===== src/rtl/cdb_arbiter.sv =====
// cdb_arbiter: round-robin arbiter that broadcasts one finished result per cycle on the common data bus
module cdb_arbiter #(
  parameter int NUM_REQ = 3,
  parameter int ROB_W = 4,
  parameter int DATA_W = 32,
  localparam int SRC_W = NUM_REQ > 1 ? $clog2(NUM_REQ) : 1
) (
  input  logic                      clk_in,
  input  logic                      rst_in,
  input  logic                      rdy_in,
  input  logic                      rollback,
  input  logic [NUM_REQ-1:0]        req_valid,
  input  logic [NUM_REQ*ROB_W-1:0]  req_rob_index,
  input  logic [NUM_REQ*DATA_W-1:0] req_val,
  output logic [NUM_REQ-1:0]        req_ready,
  output logic                      cdb_valid,
  output logic [ROB_W-1:0]          cdb_rob_index,
  output logic [DATA_W-1:0]         cdb_val,
  output logic [SRC_W-1:0]          cdb_src,
  output logic                      err_zero_idx
);
  logic [SRC_W-1:0]  rr_ptr_q, rr_ptr_d, grant_idx, j;
  logic              grant_found, accept;
  logic              cdb_valid_q, cdb_valid_d, err_q, err_d;
  logic [ROB_W-1:0]  rob_q, rob_d, grant_rob;
  logic [DATA_W-1:0] val_q, val_d, grant_val;
  logic [SRC_W-1:0]  src_q, src_d;
  // Scan from the farthest candidate down so the last hit is the first in round-robin order
  always_comb begin
    grant_found = 1'b0;
    grant_idx = '0;
    j = '0;
    for (int k = NUM_REQ - 1; k >= 0; k--) begin
      j = SRC_W'((int'(rr_ptr_q) + k) % NUM_REQ);
      if (req_valid[j]) begin
        grant_found = 1'b1;
        grant_idx = j;
      end
    end
  end
  assign accept = grant_found & rdy_in & ~rollback;
  assign req_ready = accept ? NUM_REQ'(1) << grant_idx : '0;
  assign grant_rob = req_rob_index[int'(grant_idx)*ROB_W +: ROB_W];
  assign grant_val = req_val[int'(grant_idx)*DATA_W +: DATA_W];
  always_comb begin
    rr_ptr_d = rr_ptr_q;
    cdb_valid_d = cdb_valid_q;
    err_d = err_q;
    rob_d = rob_q;
    val_d = val_q;
    src_d = src_q;
    if (rdy_in) begin
      cdb_valid_d = accept && grant_rob != '0;
      rr_ptr_d = rollback ? '0 : !accept ? rr_ptr_q : grant_idx == SRC_W'(NUM_REQ - 1) ? '0 : grant_idx + 1'b1;
      err_d = err_q | (accept && grant_rob == '0);
      rob_d = cdb_valid_d ? grant_rob : rob_q;
      val_d = cdb_valid_d ? grant_val : val_q;
      src_d = cdb_valid_d ? grant_idx : src_q;
    end
  end
  always_ff @(posedge clk_in or posedge rst_in) begin
    if (rst_in) begin
      rr_ptr_q <= '0;
      cdb_valid_q <= 1'b0;
      err_q <= 1'b0;
      rob_q <= '0;
      val_q <= '0;
      src_q <= '0;
    end else begin
      rr_ptr_q <= rr_ptr_d;
      cdb_valid_q <= cdb_valid_d;
      err_q <= err_d;
      rob_q <= rob_d;
      val_q <= val_d;
      src_q <= src_d;
    end
  end
  assign cdb_valid = cdb_valid_q;
  assign cdb_rob_index = rob_q;
  assign cdb_val = val_q;
  assign cdb_src = src_q;
  assign err_zero_idx = err_q;
endmodule


===== config.mk =====
export PLATFORM = sky130hd
export DESIGN_NAME = cdb_arbiter
export DESIGN_NICKNAME = d
export VERILOG_FILES = /design/src/rtl/cdb_arbiter.sv
export SDC_FILE = /design/constraint.sdc
export NUM_CORES = 1
export LEC_CHECK = 0
export ABC_AREA = 1
export CORE_MARGIN = 10
export CORE_UTILIZATION = 50
export DETAILED_ROUTE_END_ITERATION = 8
export DONT_BUFFER_PORTS = 1
export SYNTH_ARGS = -nofsm -noshare
export SYNTH_HDL_FRONTEND = slang
export SYNTH_SLANG_ARGS = --single-unit
export TNS_END_PERCENT = 50

===== constraint.sdc =====
create_clock -name clk_in -period 2.43 [get_ports clk_in]
set_input_delay 0.486 -clock clk_in [delete_from_list [all_inputs] [get_ports clk_in]]
set_output_delay 0.486 -clock clk_in [all_outputs]
set_load 0.05 [all_outputs]

Word level (Yosys, flattened, before mapping)
Index checks and enable logic that the tools add are counted.
{"block": "totals", "regBits": 42, "elab_cells": 46}
{"block": "classes", "n_addsub": 3, "div": 3, "order_cmp": 3, "eq_ne": 1, "shifts": 3, "muxes": 16, "n_bitwise": 4, "n_reduce_logical": 7}
{"op": "$shiftx 96x8->32", "n": 1}
{"op": "$mod 32x3->32 const B", "n": 2}
{"op": "$mod 3x3->32 const B", "n": 1}
{"op": "$mux 2", "n": 6}
{"op": "$shiftx 12x5->4", "n": 1}
{"op": "$lt 2x3->1 const B", "n": 3}
{"op": "$bmux 1 s2", "n": 3}
{"op": "$mux 1", "n": 6}
{"op": "$logic_not 4->1", "n": 1}
{"op": "$reduce_and 2->1", "n": 2}
{"op": "$reduce_bool 4->1", "n": 1}
{"op": "$add 2x1->3 const B", "n": 1}
{"op": "$add 2x2->3 const B", "n": 1}
{"op": "$mux 3", "n": 1}
{"op": "$shl 1x2->3 const A", "n": 1}
{"op": "$add 2x1->2 const B", "n": 1}
{"op": "$and 1x1->1", "n": 2}
{"op": "$eq 2x2->1 const B", "n": 1}
{"op": "$logic_and 1x1->1", "n": 2}
{"op": "$reduce_bool 2->1", "n": 1}
{"op": "$not 1->1", "n": 1}
{"op": "$or 1x1->1", "n": 1}

Logic depth before layout (Yosys ltp)
{"block": "depth", "ltp_word": 11, "depth_mapped": 21, "mapped_depth_nobuf": 19}

Least setup slack after synthesis
No wires, ideal clock.
{"block": "synth_path", "path_kind": "register -> output", "from": "register rr_ptr_q[0]", "to": "output req_ready[0]", "arrival_ns": 2.299, "required_time_ns": 1.944, "path_slack_ns": -0.355, "path_stages_with_launch": 14, "n_path_buf": 2, "path_cell_list": "dfrtp_1 > inv_1 > ha_1 > inv_2 > nand2_1 > nand2_1 > nand2_1 > nand2_1 > nand2_1 > nand2_1 > buf_2 > clkbuf_1 > nand2_1 > nor2_1"}
{"block": "synth_via", "elab_chain_cells": 10, "word_cells_on_any_way": 21, "classes_between": "add/sub (2); div (3); shift (1); mux (13); bitwise (2)"}
{"item": "start: declaration", "line": "22", "rtl": "logic [SRC_W-1:0] rr_ptr_q, rr_ptr_d, grant_idx, j;"}
{"item": "start signal: assignment", "line": "70", "rtl": "rr_ptr_q <= rr_ptr_d;"}
{"item": "$add 2x2->3", "line": "34", "rtl": "j = SRC_W'((int'(rr_ptr_q) + k) % NUM_REQ);"}
{"item": "$mod 32x3->32", "line": "34"}
{"item": "$bmux 1 s2", "line": "35", "rtl": "if (req_valid[j]) begin"}
{"item": "$mux 1 (implied by the code)", "line": "35"}
{"item": "$mux 1 (3 in a row)", "line": "35"}
{"item": "$and 1x1->1 (2 in a row)", "line": "41", "rtl": "assign accept = grant_found & rdy_in & ~rollback;"}
{"item": "$mux 3 (*)", "line": "42", "rtl": "assign req_ready = accept ? NUM_REQ'(1) << grant_idx : '0;"}
{"item": "end: declaration", "line": "15", "rtl": "output logic [NUM_REQ-1:0] req_ready,"}
Mark *: on every way between the ends. The rest lies on a longest branch, timed or not. The select of a mux whose other input is x is not followed.

Worst setup path in the final report
{"block": "layout_path", "from": "register rr_ptr_q[0]", "to": "register src_q[0] (netlist: cdb_src[0])"}
{"block": "layout_via", "elab_chain_cells": 11, "word_cells_on_any_way": 23, "classes_between": "add/sub (2); div (3); shift (1); mux (12); bitwise (2); reduce/logical (3)"}
{"item": "$add 2x2->3", "line": "34"}
{"item": "$mod 32x3->32", "line": "34"}
{"item": "$bmux 1 s2", "line": "35"}
{"item": "$mux 1 (implied by the code)", "line": "35"}
{"item": "$mux 2 or $mux 1 (tied branches) (3 in a row)", "line": "35"}
{"item": "$shiftx 12x5->4 or $and 1x1->1 (tied branches)", "line": "43, 41"}
{"item": "$reduce_bool 4->1 or $and 1x1->1 (tied branches)", "line": "53, 41"}
{"item": "$logic_and 1x1->1", "line": "53", "rtl": "cdb_valid_d = accept && grant_rob != '0;"}
{"item": "$reduce_and 2->1 (no line)"}
{"item": "end signal: assignment", "line": "75", "rtl": "src_q <= src_d;"}
{"item": "end: declaration", "line": "27", "rtl": "logic [SRC_W-1:0] src_q, src_d;"}
Several ways; a longest one is shown, not always the timed one. The select of a mux whose other input is x is not followed.
A chain may end at the register's enable or synchronous reset.

==> impl_results.md <==
* Slowest-stage cell, CP: dfrtp_1
* Number of core rows at 26
* Final instance area at ~3600 um2
* VDD IR-drop max at approximately 1.2 mV
* Routed vias/inst at 5.65
* DR iter-0 viols at 156
* Synthesis Warnings at 0
* Final hold vios at 0
* Fmax at between 400 and 500 MHz
* Starting density of the core at 0.520
* CP cell instances: inv_2 -> ha_4 -> inv_6 -> nand2_4 -> nand2_2 -> nand2_2 -> nand2_1 -> nand2_1 -> nand2_1 -> nand2_2 -> nand2_4 -> buf_8 -> nand2_2 -> nand3_2 -> nand2_2 -> nor2_2 -> nand2_4 -> nand2_8 -> clkbuf_16 -> nand2_4 -> nand2_2
* Die area at 8680 um2
* Crit path arrival time at 2730 ps
* Routed wire per std cell at 19.7 um
* Drt total wl at 9890 um
* Synth top area share at 0.393
* LEAKAGE at around 1.8 nW
* CP most frequent cell: nand2_2
* RSZ-0062 raised after global routing: yes
* Die width at 93.1 um
* Initial antenna violation count at 0
* Post-Synth XOR/XNOR Area at 0
* Htree depth at 2
* Diodes inserted at 0
* Synth Area in Compound Gates at 0.140
* Most frequent cells in the layout: nand2_1 (101), o21ai_0 (64), nand3_1 (42)
* Crit share post-route at 1.03
* Crit path max fanout at 8
* Worst-skew pair later-pin latency at around 300 ps
* Fin cells at 501
* CTS max path bufs at 2
* Worst-margin pin slew at 900 ps
* P&R area growth vs syn at 33.3%
* GP Congestion at 0.961
* Worst Hold Class: in -> async
* Drt drc at 0
* Placed Area at between 2000 and 3000 um2
* Reg2Reg Setup Slack at -70 ps
* PortBufs at 0
* Post-synthesis mux area share at 0
* Syn Inst Count at 407
* Yosys top cell by area: dfrtp_1
* Post-Route Utilization at 0.694
* Synth Area in Adders at 0.0140
* DP HPWL at 6580 um
* Vias at ~2800
* Area contributors post-synth: dfrtp_1 (39%), nand2_1 (21%), o21ai_0 (12%)
* Die Ht at 93.1 um
* Syn avg cell area at around 6.6 um2
* Setup Viol. Count Final at 38
* Cell area power density at 2000 nW/um2
* Number of global-route vias before repair at between 2000 and 3000
* Clock sink count at between 40 and 50
* Yosys reg bits at 42
* Hold Buf Count CTS at 0
* Synth unique cells at 21
* Grt ovf at 0
* Drt first pass iters at 4
* # fillers at ~470
* NumNets Final at roughly 550
* Root Buffer: clkbuf_8
* First-pass GRT wire length at 14000 um
* CTS tree: built
* Min Hold Slack at roughly 250 ps
* Status: complete, but fails checks
* Max Slew Vio Count at 0
* Largest family of logic cells by synthesized area: simple AND/OR/NAND/NOR gates
* Core area at ~5100 um2
* Crit path kind: reg -> reg
* Synth Area in Simple Gates at 0.371
* Share of cells above drive strength 1 at 0.292
* Syn_nets at ~530
* Slowest stage delay, CP at between 400 and 500 ps
* Largest net degree at the start of global routing at 43
* Clock slew at the register clock pins of the worst setup and hold paths at roughly 80 ps
* Total CTS buffers at 5
* Period minus WS final at 2500 ps
* MaxCap Viol Count at 0
* Final WS setup at -66.0 ps
* Post-DRT Antenna Nets at 0
* Seq/Total Area, Yosys at 0.393
* IO Pins at between 150 and 200
* Synth Cell Area at roughly 2700 um2
* Commonest non-fill, non-tap cell in the layout: nand2_1
* Total track usage at 0.199
* Violated checks: setup timing
* CP Launch Type: flip-flop
* CP required at ~2700 ps
* Placed cell count at roughly 470
* Crit end category: flip-flop
* Final clock skew at roughly 7.4 ps
* Slew headroom at 0.399
==> worst max-delay path, delay by kind of cell, from the launching register on <==
family                     cells  cell delay [ps]
and+or+nand+nor               16             1260
DFF                            1              420
buffers and inverters          4              480
adders and majority gates      1              270
==> per-stage QoR <==
step	setup TNS [ps]	total power, mW	setup WS [ps]
after global routing	-8010	7.67	-225
final	-920	7.13	-66.0
after detailed placement	-627	5.39	-49.4
after global placement	0	5.31	0.931
after floorplan	-163	4.52	-163
after CTS	-126	6.31	-64.1
==> state kept, by name, indices dropped and copies added, names as in the netlist <==
name / count
err_zero_idx: 1
cdb_val: 32
rr_ptr_q: 2
cdb_rob_index: 4
cdb_src: 2
cdb_valid: 1
==> kinds of logic after synthesis <==
| group | Yosys count |
|---|---|
| simple gates | 242 |
| compound gates | 73 |
| buf+inv | 47 |
| flops | 42 |
| fa+ha+maj | 3 |
==> worst paths after layout <==
path,from,end,depth (start not counted)
worst max-delay path,rr_ptr_q[0],cdb_src[0],21
worst min-delay path,rst_in,cdb_val[0],1
worst max register to register,rr_ptr_q[0],cdb_src[0],21
worst min register to register,rr_ptr_q[1],rr_ptr_q[1],2
max in group asynchronous,rst_in,rr_ptr_q[1],1
min in group clk_in,rdy_in,cdb_valid,1
==> power breakdown <==
part | switching (mW) | internal (mW)
Sequential | 1.48 | 1.02
Combinational | 2.38 | 1.78
Clock | 0.246 | 0.228
==> cell usage after synthesis <==
library cell  instances
nand2_1             149
o21ai_0              66
nand3_1              50
dfrtp_1              42
nor2_1               37
inv_1                19
clkbuf_1             11
buf_2                 7
buf_6                 4
ha_1                  3
inv_2                 3
nand2_2               3
buf_1                 2
o21a_1                2
o21ai_1               2
o22ai_1               2
buf_4                 1
nand2_4               1
nand3b_1              1
o21bai_1              1
or2_1                 1
==> routing by layer <==
layer	vias up	routed length, um	track usage
met2	133	4970	0.335
met1	1326	3640	0.224
met4	0	163	0.0553
met5	-	0	0
li1	1359	-	-
met3	14	1120	0.0895
==> area by class of cell <==
| cell class | count | area [um2] | area share |
|---|---|---|---|
| flip-flops and latches | 42 | 1050 | 0.295 |
| clock inverters | 2 | 12.5 | 0.00351 |
| inverters | 22 | 95.1 | 0.0267 |
| clock buffers | 6 | 82.6 | 0.0232 |
| repair buffers | 41 | 505 | 0.142 |
| multi-input cells | 318 | 1730 | 0.485 |
| well taps | 70 | 87.6 | 0.0246 |
==> repair_timing <==
| action | 4_1_cts | 5_1_grt |
|---|---|---|
| gates cloned | 2 | 6 |
| buffers inserted | 7 | 5 |
| resized for setup | 30 | 80 |
| pin swaps | 6 | 35 |
| endpoints found under the setup margin | 43 | 43 |
Power figures use the tool's default switching activity.
